**config.mk**
```make
export PLATFORM = sky130hd
export DESIGN_NAME = mole_hit_encoder
export DESIGN_NICKNAME = d
export VERILOG_FILES = /design/src/rtl/mole_pkg.sv /design/src/rtl/button_debouncer.sv /design/src/rtl/mole_hit_encoder.sv
export SDC_FILE = /design/constraint.sdc
export NUM_CORES = 1
export LEC_CHECK = 0
export ABC_CLOCK_PERIOD_IN_PS = 2300
export CAP_MARGIN = 20
export CORE_UTILIZATION = 55
export CTS_CLUSTER_DIAMETER = 150
export DETAILED_ROUTE_END_ITERATION = 8
export MAX_ROUTING_LAYER = met4
export PLACE_DENSITY = 0.81
export SLEW_MARGIN = 30
export SYNTH_ARGS = -nofsm -noshare
export SYNTH_HDL_FRONTEND = slang
export SYNTH_SLANG_ARGS = --single-unit
export TNS_END_PERCENT = 20
```
**constraint.sdc**
```tcl
create_clock -name clock -period 2.3 [get_ports clock]
set_clock_uncertainty 0.2 [all_clocks]
set_input_delay 0.46 -clock clock [delete_from_list [all_inputs] [get_ports clock]]
set_output_delay 0.46 -clock clock [all_outputs]
set_load 0.05 [all_outputs]
```
**src/rtl/mole_pkg.sv**
```systemverilog
// Shared constants, FSM state type and small helpers for the mole-hit encoder.
package mole_pkg;

    localparam int unsigned NUM_MOLES = 5;

    localparam logic [2:0] HIT_NONE = 3'b000;
    localparam logic [2:0] HIT_M0   = 3'b001;
    localparam logic [2:0] HIT_M1   = 3'b010;
    localparam logic [2:0] HIT_M2   = 3'b011;
    localparam logic [2:0] HIT_M3   = 3'b100;
    localparam logic [2:0] HIT_M4   = 3'b101;

    typedef enum logic [1:0] {
        ST_IDLE    = 2'd0,
        ST_HOLD    = 2'd1,
        ST_RELEASE = 2'd2
    } state_t;

    // Code of the lowest-index set bit; HIT_NONE when the vector is empty.
    function automatic logic [2:0] lowest_code(input logic [NUM_MOLES-1:0] vec);
        lowest_code = HIT_NONE;
        for (int i = NUM_MOLES - 1; i >= 0; i--) begin
            if (vec[i]) lowest_code = 3'(i + 1);
        end
    endfunction

    function automatic logic [2:0] count_ones(input logic [NUM_MOLES-1:0] vec);
        count_ones = '0;
        for (int i = 0; i < NUM_MOLES; i++) begin
            count_ones = count_ones + {2'b00, vec[i]};
        end
    endfunction

endpackage

```
**src/rtl/button_debouncer.sv**
```systemverilog
// Two-flop synchroniser followed by a stability-counter debouncer for one button.
module button_debouncer #(
    parameter int unsigned DEBOUNCE_CYCLES = 250000
) (
    input  logic clock,
    input  logic reset,
    input  logic button,
    output logic level,
    output logic level_next
);

    localparam int unsigned CW = $clog2(DEBOUNCE_CYCLES + 1);

    logic          sync1_q, sync2_q;
    logic          level_q, level_d;
    logic [CW-1:0] count_q, count_d;

    always_comb begin
        level_d = level_q;
        count_d = '0;
        if (sync2_q != level_q) begin
            if (count_q == CW'(DEBOUNCE_CYCLES - 1)) begin
                level_d = ~level_q;
            end else begin
                count_d = count_q + 1'b1;
            end
        end
    end

    always_ff @(posedge clock) begin
        if (!reset) begin
            sync1_q <= 1'b0;
            sync2_q <= 1'b0;
            level_q <= 1'b0;
            count_q <= '0;
        end else begin
            sync1_q <= button;
            sync2_q <= sync1_q;
            level_q <= level_d;
            count_q <= count_d;
        end
    end

    assign level      = level_q;
    assign level_next = level_d;

endmodule

```
**src/rtl/mole_hit_encoder.sv**
```systemverilog
// Debounces five mole buttons and encodes each accepted press into a held 3-bit hit code.
// Optional HIT_STATS_EN adds saturating press/drop counters.
module mole_hit_encoder
    import mole_pkg::*;
#(
    parameter int unsigned DEBOUNCE_CYCLES = 250000,
    parameter int unsigned HOLD_CYCLES     = 4
) (
    input  logic                 clock,
    input  logic                 reset,
    input  logic                 enable,
    input  logic [NUM_MOLES-1:0] buttons,
    output logic [2:0]           hit,
    output logic                 hit_valid,
    output logic                 multi_press,
    output logic [NUM_MOLES-1:0] held
`ifdef HIT_STATS_EN
    ,
    output logic [7:0]           press_count,
    output logic [7:0]           drop_count
`endif
);

    localparam int unsigned HW = (HOLD_CYCLES > 1) ? $clog2(HOLD_CYCLES) : 1;

    logic [NUM_MOLES-1:0] held_next;
    logic [NUM_MOLES-1:0] rise;
    logic                 accept;

    state_t               state_q, state_d;
    logic [HW-1:0]        hold_q, hold_d;
    logic [2:0]           hit_q, hit_d;
    logic                 hit_valid_q, hit_valid_d;
    logic                 multi_q, multi_d;

    for (genvar i = 0; i < NUM_MOLES; i++) begin : g_deb
        button_debouncer #(
            .DEBOUNCE_CYCLES(DEBOUNCE_CYCLES)
        ) u_deb (
            .clock     (clock),
            .reset     (reset),
            .button    (buttons[i]),
            .level     (held[i]),
            .level_next(held_next[i])
        );
    end

    // Edges are taken on the debounced level so the code lands with the held bit.
    assign rise   = held_next & ~held;
    assign accept = (state_q == ST_IDLE) && enable && (rise != '0);

    always_ff @(posedge clock) begin
        if (!reset) begin
            state_q     <= ST_IDLE;
            hold_q      <= '0;
            hit_q       <= HIT_NONE;
            hit_valid_q <= 1'b0;
            multi_q     <= 1'b0;
        end else begin
            state_q     <= state_d;
            hold_q      <= hold_d;
            hit_q       <= hit_d;
            hit_valid_q <= hit_valid_d;
            multi_q     <= multi_d;
        end
    end

    always_comb begin
        state_d = state_q;
        unique case (state_q)
            ST_IDLE:    if (accept) state_d = ST_HOLD;
            ST_HOLD: begin
                if (!enable)              state_d = ST_IDLE;
                else if (hold_q == '0)    state_d = ST_RELEASE;
            end
            ST_RELEASE: if (!enable || held == '0) state_d = ST_IDLE;
            default:    state_d = ST_IDLE;
        endcase
    end

    always_comb begin
        hit_d       = hit_q;
        hold_d      = hold_q;
        hit_valid_d = 1'b0;
        multi_d     = 1'b0;
        unique case (state_q)
            ST_IDLE: begin
                hit_d = HIT_NONE;
                if (accept) begin
                    hit_d       = lowest_code(rise);
                    hold_d      = HW'(HOLD_CYCLES - 1);
                    hit_valid_d = 1'b1;
                    multi_d     = (rise & (rise - 1'b1)) != '0;
                end
            end
            ST_HOLD: begin
                if (!enable || hold_q == '0) hit_d = HIT_NONE;
                else                         hold_d = hold_q - 1'b1;
            end
            ST_RELEASE: hit_d = HIT_NONE;
            default:    hit_d = HIT_NONE;
        endcase
    end

    assign hit         = hit_q;
    assign hit_valid   = hit_valid_q;
    assign multi_press = multi_q;

`ifdef HIT_STATS_EN
    logic [2:0] drop_n;
    logic [8:0] drop_sum;
    logic [7:0] press_q, drop_q;

    always_comb begin
        drop_n = '0;
        if (accept)                   drop_n = count_ones(rise) - 3'd1;
        else if (state_q != ST_IDLE)  drop_n = count_ones(rise);
        drop_sum = {1'b0, drop_q} + {6'b0, drop_n};
    end

    always_ff @(posedge clock) begin
        if (!reset) begin
            press_q <= '0;
            drop_q  <= '0;
        end else begin
            if (hit_valid_d && press_q != 8'hff) press_q <= press_q + 8'd1;
            drop_q <= drop_sum[8] ? 8'hff : drop_sum[7:0];
        end
    end

    assign press_count = press_q;
    assign drop_count  = drop_q;
`endif

endmodule

```
Yosys cells after proc, flatten, opt, wreduce, memory -nomap -nowiden --
Cells that the tools add are included. W data, S select, Z words.
Operators by class: add/subtract/negate cells 7, equality and inequality tests 17, muxes and demuxes 27, bitwise gates (word level) 14, reduce and logical (&&, ||, !) cells 20
Operators by type and width (number):
- $add A18 B1 Y18 const B | 5
- $eq A18 B18 Y1 const B | 5
- $mux W3 | 7
- $reduce_or A3 Y1 | 5
- $mux W2 | 6
- $mux W1 | 11
- $not A1 Y1 | 11
- $and A5 B5 Y5 | 2
- $reduce_bool A5 Y1 | 2
- $reduce_and A3 Y1 | 3
- $ne A2 B2 Y1 const B | 4
- $pmux W2 S3 | 1
- $pmux W3 S2 | 1
- $logic_not A5 Y1 | 1
- $ne A1 B1 Y1 | 5
- $not A5 Y5 | 1
- $sub A5 B1 Y5 const B | 1
- $logic_not A2 Y1 | 2
- $pmux W2 S2 | 1
- $ne A3 B3 Y1 const B | 1
- $eq A2 B1 Y1 const B | 1
- $eq A2 B2 Y1 const B | 1
- $logic_and A1 B1 Y1 | 2
- $logic_or A1 B1 Y1 | 2
- 4 further kinds | 4
Word-level totals: bits in registers 114, input bits 8, output and inout port bits 10

Depth between registers and ports, before layout --
depth in word-level cells 11, mapped depth 7, mapped depth without buffers 6

Cells and area by module --
Synthesis repeated with hierarchy kept, for this count alone.
Unflattened totals: cells, all modules 585, area total of the unflattened synthesis 5236.3 um2
Modules (own cells, without submodules):
- button_debouncer | times used 5, cells each 106, area each 952.2 um2, sequential area each 420.4 um2
- mole_hit_encoder | times used 1, cells each 55, area each 475.5 um2, sequential area each 180.2 um2

Least setup slack after synthesis --
Ideal clock, no wire load.
path kind flip-flop to flip-flop, start point register g_deb[3].u_deb.count_q[0], end point register hold_q[0], library setup time 0.131 ns, arrival 1.537 ns, required time 1.969 ns, setup slack 0.432 ns, stages on the path, launching flop included 7, path buffers 0, path through dfxtp_1 ha_1 and3_1 nand3_1 o22ai_2 o41ai_1 a21oi_1
On the way: word-level cells in the longest chain between the ends 8
RTL lines:
- from (decl) | RTL line button_debouncer.sv:16 | logic [CW-1:0] count_q, count_d;
- from (signal assigned) | RTL line button_debouncer.sv:40 | count_q <= count_d;
- $eq A18 B18 Y1 | RTL line button_debouncer.sv:22 | if (count_q == CW'(DEBOUNCE_CYCLES - 1)) begin
- $mux W1 | RTL line button_debouncer.sv:22
- $mux W1 | RTL line button_debouncer.sv:21 | if (sync2_q != level_q) begin
- $and A5 B5 Y5 | RTL line mole_hit_encoder.sv:49 | assign rise = held_next & ~held;
- $reduce_bool A5 Y1 | RTL line mole_hit_encoder.sv:50 | assign accept = (state_q == ST_IDLE) && enable && (rise != '0);
- $logic_and A1 B1 Y1 | RTL line mole_hit_encoder.sv:50
- $ne A2 B2 Y1 (no source line)
- $reduce_and A3 Y1 (no source line)
- to (signal assigned) | RTL line mole_hit_encoder.sv:61 | hold_q <= hold_d;
- to (decl) | RTL line mole_hit_encoder.sv:31 | logic [HW-1:0] hold_q, hold_d;
Every way passes these cells. A chain may end at the register's enable or synchronous reset.

Final worst setup path --
start point register g_deb[1].u_deb.level_q, end point output held[1]
RTL lines:
- from (decl) | RTL line button_debouncer.sv:15 | logic level_q, level_d;
- from (signal assigned) | RTL line button_debouncer.sv:39 | level_q <= level_d;
- to (decl) | RTL line mole_hit_encoder.sv:16 | output logic [NUM_MOLES-1:0] held
No word-level cell between the ends.

==> out/results.ini <==
[global_routing]
grt_max_degree = 30
antenna_found_initial = 0
first_global_vias = 3804
grt_overflow = 0
grtUsageTotal_pct = 22.8
grt_pass1_wl_um = 17100

[power]
power_switching_uw = 926
p_sw_share_pct = 20.1
report.power.total_uw = 4600
clock_power_share_pct = 55.3
power_frac_comb_pct = 1.3
power_density_nw_per_um2 = 779
peakVddDrop_mv = 0.478
leakage_uw = 0.00209
p_int_uw = 3670
seqPwrFrac_pct = 43.3

[timing]
finalSetupViolations = 0
tightest_slew_ns = 0.508
slew_headroom_pct = 66.0
timing.final.crit_share_pct = 94.7
drv_slew = 0
max_freq_ghz = 0.459
fin_tns_setup_ns = 0
fin_crit_ns = 2.18
rsz0062_at_grt = false
hold_viol_final = 0

[layout]
area_growth_pct = 15.9
final_core_util_pct = 66.7
fin_nets = 593
drive_above_1_share_pct = 8.80
design_area_sq_um = 5900
fin_cells = 699
nFillCells = 654
diodes = 0

[placement]
hpwl_um = 6520
place_inst = 668
gp_congestion = 0.775
io_buffers = 17
post_dp_cell_area_sq_um = 5320

[worst_hold_path]
holdCritPathClass = reg -> reg

[status]
violations = design-rule violations
outcome = finished, violations left

[clock_tree]
clk_pin_slew_worst_paths_ns = 0.05
clock_latency_ns = 0.51
cts_setup_buffers = 0
htreeDepth = 4
clock_path_buffers = 2
cts_hold_buf = 0
cts.sink_count = 114
cts_made_buffers = 17
cts_tree = done
root_buffer = clkbuf_8

[logic_synthesis]
yosys.cell_types.count = 52
ys_ff_latch = 114
async_flop_share_pct = 0
synth_ff_type = dfxtp_1
synth_top_area_share_pct = 44.8
synth_compound_area_share_pct = 3.81
synth_nets = 570
synthXorXnorAreaFrac_pct = 14.1
synth-edff-count = 0
synth_top_area_cell = dfxtp_1
synthTopCellsByArea = dfxtp_1 (45%), xor2_1 (8.1%), nor2_1 (7.9%)
syn-cell-area_sq_um = 5090
ys_top_cells_by_count = dfxtp_1 (114), nor2_1 (107), xor2_1 (47)
yosysWarnings = 0
synth_area_per_cell_sq_um = 9.16
synthMuxAreaShare_pct = 0.590
syn_inst = 556
ys_seq_area_share_pct = 44.8
synthSimpleGateAreaFrac_pct = 32.4
synth_top_family_by_area = simple AND/OR/NAND/NOR gates
post-synth-top-count-cell = dfxtp_1
synthAdderAreaFrac_pct = 1.47

[setup_path]
cpLargestDelayFamily = buffers and inverters
max_stage_delay_ns = 0.56
critPathMaxFanout = 5
critical-path-slowest-cell = dlygate4sd2_1
worstSetupEndpointType = primary output
critPathBufInv = 1
crit_chain = dlygate4sd2_1
cp.required_ns = 1.64
crit_type = reg -> out
cp_data_arrival_time_ns = 1.52
start_kind = flop

[routing]
first_pass_iters = 7
drt_iter0_drc = 148
vias = 3876
wl_per_cell_um = 14.2
drc = 1
totalWireLength_um = 9950
viasPerCell = 5.55
ant_nets = 0

[run]
drv_cap = 0

[die]
die_y_um = 98.2
die_w_um = 98.2
io_pins = 18
core_area_sq_um = 8850
start_util_pct = 57.6
die-area_sq_um = 9650
row_count = 34

-- per-stage QoR --
stage               hold slack (ns)  worst slack (ns)
floorplan                     0.212             0.432
global placement              0.216             0.280
detailed placement            0.220             0.167
CTS                           0.240            0.0146
global route                  0.250            0.0446
finish                        0.236             0.122
-- layout make-up --
type,instances,area [sq um],area share (%)
Multi-Input combinational cell,417,2690,45.5
Tap cell,108,135,2.29
Clock inverter,11,138,2.33
Clock buffer,20,435,7.37
Inverter,9,33.8,0.572
Timing Repair Buffer,20,195,3.31
Sequential cell,114,2280,38.7
-- power groups by stage --
stage | logic, uW | clock network, uW | registers (uW)
final | 62.0 | 2540 | 1990
after CTS | 61.2 | 2570 | 1990
after detailed placement | 60.5 | 0 | 2040
after global placement | 59.2 | 0 | 2030
after global routing | 68.5 | 2660 | 1990
after floorplan | 38.5 | 0 | 2030
-- what timing repair did --
item	in CTS	in global routing
gates resized for setup	8	3
endpoints found under the hold margin	0	0
cloned	0	0
endpoints found under the setup margin	8	30
-- cell families (layout without fill, tap and decap cells) --
group | Yosys count | count (layout)
adder cells (fa/ha/maj) | 6 | 6
multiplexers | 3 | 3
AND/OR/NAND/NOR | 297 | 297
AO/OA/AOI/OAI | 29 | 29
buffers and inverters | 25 | 60
XOR/XNOR | 82 | 82
flip-flops | 114 | 114
-- layout by cell type (no fill, tap or decap), types with 4 or more instances in the layout --
master / n
nor4_1: 4
or3_1: 8
nor2b_1: 8
clkinv_2: 5
nand3_1: 33
dfxtp_1: 114
and3_1: 20
xnor2_1: 35
clkbuf_16: 16
nor3_1: 6
ha_1: 6
dlygate4sd2_1: 8
clkdlybuf4s50_1: 7
o21ai_0: 10
a21oi_1: 5
nor2_1: 107
nor4b_1: 6
nor3_2: 4
and4_1: 7
nand2b_1: 5
xor2_1: 47
and2_1: 14
nand4_1: 14
nand2_1: 34
inv_1: 9
-- path summary, 6_finish.rpt --
kind	cells after the start	slack (ns)	end	start
max	1	0.12	held[1]	g_deb[1].u_deb.level$_SDFF_PN0_
min	1	0.24	g_deb[0].u_deb.sync2_q$_SDFF_PN0_	g_deb[0].u_deb.sync1_q$_SDFF_PN0_
max reg2reg	6	0.14	hold_q[0]$_SDFFE_PN0P_	g_deb[3].u_deb.count_q[0]$_SDFF_PP0_
min reg2reg	1	0.24	g_deb[0].u_deb.sync2_q$_SDFF_PN0_	g_deb[0].u_deb.sync1_q$_SDFF_PN0_
-- state kept, by name, summed over array words and instances, names as in the netlist --
| name | flops |
|---|---|
| g_deb.u_deb.count_q | 90 |
| g_deb.u_deb.level | 5 |
| g_deb.u_deb.sync1_q | 5 |
| g_deb.u_deb.sync2_q | 5 |
| hit | 3 |
| hold_q | 2 |
| state_q | 2 |
| hit_valid | 1 |
| multi_press | 1 |
-- metal layers --
metal	up-vias	GRT usage (%)	wire (um)
met2	69	39.0	5110
met4	0	8.84	127
met5	-	-	0
li1	1949	-	-
met1	1846	25.6	4330
met3	12	5.65	388
(Power assumes the default switching activity.)
